<file path="src/rtl/axi_ddr3_pkg.sv">
// Package: axi_ddr3_pkg
// Shared types and AXI constants for the DDR3 AXI write path.
//   wr_state_e     : write-master FSM state encoding
//   AXI_BURST_INCR : awburst code for incrementing bursts
//   AXI_RESP_OKAY  : bresp code for a clean write
//   AXI_CACHE_DEF  : awcache value (bufferable, modifiable)
//   axi_size()     : awsize code for a given data width
package axi_ddr3_pkg;

  typedef enum logic [1:0] {
    ST_IDLE = 2'd0,
    ST_AW   = 2'd1,
    ST_W    = 2'd2,
    ST_B    = 2'd3
  } wr_state_e;

  localparam logic [1:0] AXI_BURST_INCR = 2'b01;
  localparam logic [1:0] AXI_RESP_OKAY  = 2'b00;
  localparam logic [3:0] AXI_CACHE_DEF  = 4'b0011;

  // Bytes per beat as a log2 code, e.g. 64-bit -> 3'b011.
  function automatic logic [2:0] axi_size(input int data_w);
    return 3'($clog2(data_w / 8));
  endfunction

endpackage

</file>
<file path="src/rtl/axi_wr_master.sv">
// Module: axi_wr_master
// AXI4 write master between the DDR3 write burst controller and the MIG
// AXI slave port. Takes one (addr, len) request, issues a single INCR burst
// (AW, len W beats pulled from a FWFT write FIFO, then B) and pulses
// wr_burst_finish on the B handshake.
// Ports:
//   ui_clk, ui_rst            clock, async active-high reset
//   wr_burst_req/addr/len     burst request (accepted only while wr_ready)
//   wr_ready                  idle, can take a request
//   wr_fifo_re, wr_fifo_data  FIFO pop strobe and head word
//   wr_burst_finish           1-cycle pulse on B handshake
//   wr_resp_err               sticky: a burst got bresp != OKAY
//   m_axi_aw*/w*/b*           AXI4 write channels
//   wr_timeout                sticky watchdog flag (AXI_WR_TIMEOUT_EN only)
// Build option: define AXI_WR_TIMEOUT_EN to add the watchdog and wr_timeout.
module axi_wr_master
  import axi_ddr3_pkg::*;
#(
  parameter int DATA_W  = 64,
  parameter int ADDR_W  = 32,
  parameter int ID_W    = 4,
  parameter int MAX_LEN = 256
`ifdef AXI_WR_TIMEOUT_EN
  , parameter int TIMEOUT_CYC = 4096
`endif
) (
  input  logic                ui_clk,
  input  logic                ui_rst,
  input  logic                wr_burst_req,
  input  logic [ADDR_W-1:0]   wr_burst_addr,
  input  logic [9:0]          wr_burst_len,
  output logic                wr_ready,
  output logic                wr_fifo_re,
  input  logic [DATA_W-1:0]   wr_fifo_data,
  output logic                wr_burst_finish,
  output logic                wr_resp_err,
  output logic [ID_W-1:0]     m_axi_awid,
  output logic [ADDR_W-1:0]   m_axi_awaddr,
  output logic [7:0]          m_axi_awlen,
  output logic [2:0]          m_axi_awsize,
  output logic [1:0]          m_axi_awburst,
  output logic                m_axi_awlock,
  output logic [3:0]          m_axi_awcache,
  output logic [2:0]          m_axi_awprot,
  output logic [3:0]          m_axi_awqos,
  output logic                m_axi_awvalid,
  input  logic                m_axi_awready,
  output logic [DATA_W-1:0]   m_axi_wdata,
  output logic [DATA_W/8-1:0] m_axi_wstrb,
  output logic                m_axi_wlast,
  output logic                m_axi_wvalid,
  input  logic                m_axi_wready,
  input  logic [ID_W-1:0]     m_axi_bid,
  input  logic [1:0]          m_axi_bresp,
  input  logic                m_axi_bvalid,
  output logic                m_axi_bready
`ifdef AXI_WR_TIMEOUT_EN
  , output logic              wr_timeout
`endif
);

  wr_state_e         state, state_n;
  logic [ADDR_W-1:0] awaddr_q;
  logic [7:0]        awlen_q;
  logic [7:0]        beat_cnt;
  logic              req_ok;
  logic              hs;
  logic              to_hit;

  // Only one outstanding write, so the response ID carries no information.
  logic unused_bid;
  assign unused_bid = &{1'b0, m_axi_bid};

  assign req_ok = wr_ready && wr_burst_req && (wr_burst_len != 10'd0) &&
                  (wr_burst_len <= 10'(MAX_LEN));

  // Handshake the current state is waiting for.
  assign hs = ((state == ST_AW) && m_axi_awready) ||
              ((state == ST_W)  && m_axi_wready)  ||
              ((state == ST_B)  && m_axi_bvalid);

`ifdef AXI_WR_TIMEOUT_EN
  logic [15:0] wd_cnt;

  assign to_hit = (state != ST_IDLE) && !hs && (wd_cnt == 16'(TIMEOUT_CYC - 1));

  always_ff @(posedge ui_clk or posedge ui_rst) begin
    if (ui_rst) begin
      wd_cnt     <= '0;
      wr_timeout <= 1'b0;
    end else begin
      if (state == ST_IDLE || hs || to_hit) wd_cnt <= '0;
      else                                  wd_cnt <= wd_cnt + 16'd1;
      if (to_hit) wr_timeout <= 1'b1;
    end
  end
`else
  assign to_hit = 1'b0;
`endif

  always_ff @(posedge ui_clk or posedge ui_rst) begin
    if (ui_rst) begin
      state       <= ST_IDLE;
      wr_ready    <= 1'b0;
      awaddr_q    <= '0;
      awlen_q     <= '0;
      beat_cnt    <= '0;
      wr_resp_err <= 1'b0;
    end else begin
      state <= state_n;
      // Registered so it stays low during reset and rises one cycle later.
      wr_ready <= (state_n == ST_IDLE);
      if (req_ok) begin
        awaddr_q <= wr_burst_addr;
        awlen_q  <= 8'(wr_burst_len - 10'd1);
      end
      if (state == ST_AW && m_axi_awready)     beat_cnt <= '0;
      else if (m_axi_wvalid && m_axi_wready)   beat_cnt <= beat_cnt + 8'd1;
      if (state == ST_B && m_axi_bvalid && m_axi_bresp != AXI_RESP_OKAY)
        wr_resp_err <= 1'b1;
    end
  end

  always_comb begin
    state_n         = state;
    m_axi_awvalid   = 1'b0;
    m_axi_wvalid    = 1'b0;
    m_axi_wlast     = 1'b0;
    m_axi_bready    = 1'b0;
    wr_burst_finish = 1'b0;
    case (state)
      ST_IDLE: if (req_ok) state_n = ST_AW;
      ST_AW: begin
        m_axi_awvalid = 1'b1;
        if (m_axi_awready) state_n = ST_W;
      end
      ST_W: begin
        m_axi_wvalid = 1'b1;
        m_axi_wlast  = (beat_cnt == awlen_q);
        if (m_axi_wready && m_axi_wlast) state_n = ST_B;
      end
      ST_B: begin
        m_axi_bready = 1'b1;
        if (m_axi_bvalid) begin
          wr_burst_finish = 1'b1;
          state_n         = ST_IDLE;
        end
      end
      default: state_n = ST_IDLE;
    endcase
    // Watchdog abandons the burst; only fires in cycles with no handshake.
    if (to_hit) state_n = ST_IDLE;
    wr_fifo_re = m_axi_wvalid && m_axi_wready;
  end

  assign m_axi_awid    = '0;
  assign m_axi_awaddr  = awaddr_q;
  assign m_axi_awlen   = awlen_q;
  assign m_axi_awsize  = axi_size(DATA_W);
  assign m_axi_awburst = AXI_BURST_INCR;
  assign m_axi_awlock  = 1'b0;
  assign m_axi_awcache = AXI_CACHE_DEF;
  assign m_axi_awprot  = '0;
  assign m_axi_awqos   = '0;
  assign m_axi_wdata   = wr_fifo_data;
  assign m_axi_wstrb   = '1;

endmodule

</file>
<file path="config.mk">
export PLATFORM = sky130hd
export DESIGN_NAME = axi_wr_master
export DESIGN_NICKNAME = d
export VERILOG_FILES = /design/src/rtl/axi_ddr3_pkg.sv /design/src/rtl/axi_wr_master.sv
export SDC_FILE = /design/constraint.sdc
export NUM_CORES = 1
export LEC_CHECK = 0
export CORE_MARGIN = 2
export CORE_UTILIZATION = 25
export DETAILED_ROUTE_END_ITERATION = 8
export GPL_TIMING_DRIVEN = 0
export PLACE_DENSITY_LB_ADDON = 0.3
export SLEW_MARGIN = 25
export SYNTH_ARGS = -nofsm -noshare
export SYNTH_HDL_FRONTEND = slang
export SYNTH_SLANG_ARGS = --single-unit
export TNS_END_PERCENT = 1
</file>
<file path="constraint.sdc">
create_clock -name ui_clk -period 1.8 [get_ports ui_clk]
set_input_delay 0.18 -clock ui_clk [delete_from_list [all_inputs] [get_ports ui_clk]]
set_output_delay 0.18 -clock ui_clk [all_outputs]
set_load 0.02 [all_outputs]
</file>
==> qor.txt <==
outcome: complete, but fails checks
failing checks: negative setup slack
gp weighted congestion: 0.760
Clock transition at path regs: 0.07 ns
pwr dens: 1200 nW/um^2
layout cells sized above 1: 0.342
root buffer cell: clkbuf_16
Clock power frac: 0.151
sequential share of power: 0.332
First DRT Iteration DRCs: 43
CP cell instances: xor2_1, nor4_2, and3_1, buf_6
post-layout util: 0.436
initial antenna violation count: 0
Synth Flop Type: dfrtp_1
Sw Ratio: 0.369
Worst-Skew Late Latency: 0.29 ns
worst setup path class: flop to primary output
Post-route DRC: 0
fmax: 0.546 GHz
hold crit path type: primary input to async pin
vias in the first global route: 2,269
Max FO, Critical Path: 5
drt via density: 3.90
wirelength, routed: 8030 um
IO Pins: 259
Die ar.: 13,100 sq um
Pint: 3.95 mW
endpoints failing hold: 0
synth top area cells: dfrtp_1 43%, buf_4 23%, mux2_2 14%
grt ovf: 0
largest net degree at the start of global routing: 53
leak pwr: 2.38 nW
n_diodes: 0
die height: 114 um
Seq cells post-synth: 52
FF-to-FF setup slack: 0.27 ns
CTS tree: built
maximum VDD drop: 670 uV
R2R cell count: 5
Fin Hold WS: 0.349 ns
largest area contributor in the netlist: dfrtp_1
H-Tree Depth: 2
setup ws final: -0.0329 ns
Initial Util: 0.255
clock sink count: 52
post-DP HPWL: 6590 um
Critical Path Max Stage Delay: 0.45 ns
IO buf count: 161
post-route cell area: 5210 sq um
crit end category: primary output
Placed Instance Area: 4950 sq um
RSZ-0062 raised after global routing: yes
worst rel slew slack: 0.570
Core Rows: 40
Mean Syn Cell Area: 11.2 sq um
Core ar.: 12,000 sq um
worst-margin pin slew: 0.645 ns
Gate Count Post-Synth: 273
Final Cycle Share: 1.02
Yosys top cell area share: 0.426
Switch Pwr: 2.31 mW
max-cap viol count: 0
Clock Tree Buf Depth: 2
synth cell count leaders: 93 x buf_4, 52 x dfrtp_1, 37 x mux2_2
Finish-stage setup viols: 1
TritonCTS Buffers: 5
global-route wire length before repair: 11,800 um
Routed WL per cell: 13.0 um
CP Launch Type: flop
Mapped Area: 3050 sq um
Nets: 593
Final Max Tran Viols: 0
Post-synth EDFFs: 0
Clock Skews: 0.00506 ns
async set or reset register ratio after synthesis: 1.00
gr usage total: 0.113
Die X: 114 um
critical path data arrival time: 1.65 ns
sequential area share after synthesis: 0.426
Ys Warns: 0
DR vias: 2,419
power share of the combinational group: 0.517
slowest CP cell: dfrtp_2
DRT Pass-1 Iters: 4
WP data required: 1.62 ns
Area Growth Syn to Fin: 70.7%
antenna viol nets, final: 0
total power: 6.26 mW
Final min period: 1.83 ns
top-count cell post-synth: buf_4
Cell variety after synth: 36
==> final timing paths <==
kind                                 startpoint                to
min in group ui_clk             wr_burst_len[6]    m_axi_awlen[6]
worst max register to register         wr_ready  m_axi_awaddr[15]
max in group asynchronous                ui_rst       beat_cnt[4]
worst max-delay path                beat_cnt[3]       m_axi_wlast
worst min-delay path                     ui_rst  m_axi_awaddr[16]
worst min register to register      wr_resp_err       wr_resp_err
==> logic make-up (layout without fill, tap and decap cells) <==
family,after synthesis,count (layout),synth area share
AOI/OAI and AO/OA,10,10,0.0221
adders and majority gates,3,3,0.0123
DFF,52,52,0.426
muxes,40,40,0.147
other,2,29,0.00246
buffers and inverters,106,279,0.255
xor gates and xnor gates,19,19,0.0545
and+or+nand+nor,41,41,0.0804
==> worst max-delay path, delay by kind of cell (launching register included) <==
family	cells	cell delay (ns)
xor+xnor	1	0.18
buf+inv	1	0.12
flops	1	0.45
simple gates	2	0.62
==> cells in the final DEF, fill, tap and decap left out, types with 3 or more instances in the layout <==
| cell | netlist | layout |
|---|---|---|
| clkdlybuf4s50_1 | 0 | 151 |
| buf_4 | 93 | 96 |
| dfrtp_1 | 52 | 48 |
| mux2_2 | 37 | 37 |
| conb_1 | 2 | 29 |
| xor2_1 | 14 | 14 |
| nor2_1 | 11 | 11 |
| nand2_1 | 8 | 8 |
| dlygate4sd2_1 | 0 | 7 |
| xnor2_1 | 5 | 5 |
| clkbuf_16 | 0 | 5 |
| inv_1 | 8 | 4 |
| buf_12 | 0 | 4 |
| dfrtp_2 | 0 | 4 |
| inv_2 | 0 | 3 |
| nand4_1 | 3 | 3 |
| nor3_1 | 3 | 3 |
==> flip-flops by register name (all words and copies together) (netlist names) <==
register / count
wr_resp_err: 1
m_axi_awaddr: 32
beat_cnt: 8
wr_ready: 1
m_axi_awlen: 8
state: 2
==> power by group through the flow <==
stage	Clock [mW]	Sequential (mW)	Combinational, mW
2_1_floorplan	0	2.61	1.11
3_3_place_gp	0	2.09	3.15
3_5_place_dp	0	2.10	3.20
4_1_cts	0.983	2.09	3.27
5_1_grt	1.03	2.17	3.44
6_report	0.947	2.08	3.23
==> layer usage <==
layer	vias up	part of all wire	global-route usage
met5	-	0	0
met4	0	0.0024	0.0171
met3	2	0.078	0.0318
met2	117	0.54	0.208
met1	1127	0.38	0.131
li1	1173	-	-
==> cell type report <==
type                       instances  area (sq um)
buffer                            98           777
clock buffer                       6           129
clock inverter                     2          16.3
fill                            1169          6750
inverter                           8          32.5
multi-input combinational        142          1110
sequential                        52          1310
tap                              147           184
timing repair buffer             165          1650
==> through the flow <==
| step | std cells | TNS [ns] | setup slack [ns] |
|---|---|---|---|
| 2_1_floorplan | 300 | 0 | 0.0798 |
| 3_3_place_gp | 608 | -68.11 | -0.770 |
| 3_5_place_dp | 608 | -33.31 | -0.823 |
| 4_1_cts | 619 | -0.157 | -0.157 |
| 5_1_grt | 620 | -0.110 | -0.110 |
| 6_report | 620 | -0.0329 | -0.0329 |
==> repair_timing <==
item,in CTS,in global routing
gates resized for setup,30,6
buffers inserted,3,1
hold buffers,0,0
hold endpoints to repair,0,0
setup endpoints to repair,45,38
pin swaps,3,2
Note: power is estimated with default switching activity, not from simulation.
==> RTL edit, RTL diff (same settings) <==
Re-encode `wr_state_e` (4 states) as Gray code, 2 bits wide.
--- a/src/rtl/axi_ddr3_pkg.sv
+++ b/src/rtl/axi_ddr3_pkg.sv
@@ -9,8 +9,8 @@
 
   typedef enum logic [1:0] {
-    ST_IDLE = 2'd0,
-    ST_AW   = 2'd1,
-    ST_W    = 2'd2,
-    ST_B    = 2'd3
+    ST_IDLE = 2'b00,
+    ST_AW   = 2'b01,
+    ST_W    = 2'b11,
+    ST_B    = 2'b10
   } wr_state_e;
 
Check against the original RTL: same outputs for any inputs over 10 cycles, from zero or initial values and one cycle with ui_rst high; not proved beyond that.
==> RTL edit against the unedited design <==
  * The flow still finishes with violations (setup timing)
  * Setup slack better by 0.0089 ns
  * Sequential cell count stayed put
  * Fmax increased by 0.49%
  * First-iteration DRC count fell by 51%
  * Area after synthesis increased by 0.45%
  * Final area grew 1.0%
  * Power grew 1.3%
  * Critical path depth stayed put
  * Cell count increased by 1.8%
  * Die area rose by 0.43%
  * Global-route usage fell by 0.23 points
  * Routed wire length down 1.5%
  * Sequential power decreased by 2%
  * Non-clock buffer count is 7 higher
  * Critical endpoint unchanged
  * Largest power group unchanged
==> RTL edit: results (changes against the unedited design) <==
| Metric | Value |
|---|---|
| Sequential cell count | 52 (unchanged) |
| Non-clock buffer share | 0.468 (was 0.466) |
| FILL cells | 1163 (was 1169) |
| Leakage | 0.00250 uW (was 0.00238 uW) |
| Post-synthesis sequential area ratio | 0.424 (was 0.426) |
| Final-stage net count | 604 (was 593) |
| Met1 Wirelength | 2.95 mm (was 3.05 mm) |
| Seq/total area | 0.247 (was 0.251) |
| Top post-synthesis cells by count | 93 x buf_4, 52 x dfrtp_1, 38 x mux2_2 (was 93 x buf_4, 52 x dfrtp_1, 37 x mux2_2) |
| Outcome | finished, violations left (unchanged) |
| Comb pwr | 3160 uW (was 3230 uW) |
| Core Region | 12000 um^2 (about the same) |
| Hold crit path type | in -> reg (was in -> async) |
| Dpl ws | -0.417 ns (was -0.823 ns) |
| Syn Area/Cell | 11.0 um^2 (was 11.2 um^2) |
| Adder-cell share of the synthesized area | 0.0122 (was 0.0123) |
| Setup skew after layout | 0.00251 ns (was 0.00506 ns) |
| Initial drt markers | 21 (was 43) |
| HPWL after DPL | 6.30 mm (was 6.59 mm) |
| Max_slew headroom | 0.566 (was 0.570) |
| WL/cell | 12.5 um (was 13.0 um) |
| Final setup viols | 1 (unchanged) |
| Failing checks | setup timing (unchanged) |
| First-pass GRT wire length | 11.3 mm (was 11.8 mm) |
| Post-synthesis mux area share | 0.151 (was 0.147) |
| Vias in the first global route | 2270 (was 2269) |
| Clock network power share | 0.183 (was 0.151) |
| Layout cells sized above 1 | 0.341 (was 0.342) |
| CP max FO | 3 (was 5) |
| Synthesis-to-layout area growth | 71.7% (was 70.7%) |
| Compound-Gate Fraction of Synth Area | 0.0220 (was 0.0221) |
| Cell Int Power | 4080 uW (was 3950 uW) |
| Clk cell area share | 0.0347 (was 0.0279) |
| Buffers, non-clock | 270 (was 263) |
| Setup ws final | -0.0240 ns (was -0.0329 ns) |
| Multi-input logic area | 1110 um^2 (about the same) |
| CLK BUF | 7 (was 6) |
| VDD IR max | 0.699 mV (was 0.670 mV) |
| Power Total | 6340 uW (was 6260 uW) |
| Area post-placement | 4960 um^2 (was 4950 um^2) |
| Met3 routed WL | 887 um (was 628 um) |
| TNS Setup | -0.0240 ns (was -0.0329 ns) |
| Distinct cell type count after synthesis | 34 (was 36) |
| Vias per cell | 3.99 (was 3.90) |
## RTL edit: per-layer routing
metal	vias up	global-route usage
met2	153	0.193
met1	1158	0.119
met4	0	0.0426
met5	-	0
li1	1201	-
met3	8	0.0459
## RTL edit: final timing paths
check                                startpoint                to  slack [ns]  cells after the start
worst max-delay path             m_axi_awlen[4]       m_axi_wlast       -0.02                      4
worst min-delay path            wr_burst_len[1]    m_axi_awlen[3]        0.32                      4
worst max register to register         wr_ready    m_axi_awlen[3]        0.16                      6
worst min register to register      wr_resp_err       wr_resp_err        0.48                      1
max in group asynchronous                ui_rst          wr_ready        1.03                      2
min in group asynchronous                ui_rst  m_axi_awaddr[12]        0.34                      2
## RTL edit: repair_timing
action | 4_1_cts | 5_1_grt
pin swaps | 3 | 7
endpoints found under the setup margin | 45 | 41
gates resized for setup | 11 | 17
setup buffers | 0 | 10
## RTL edit: critical path, stage by stage (launching register included)
cell     delay [ns]
dfrtp_1        0.40
xor2_1         0.17
nor4_2         0.39
and3_1         0.25
buf_6          0.13
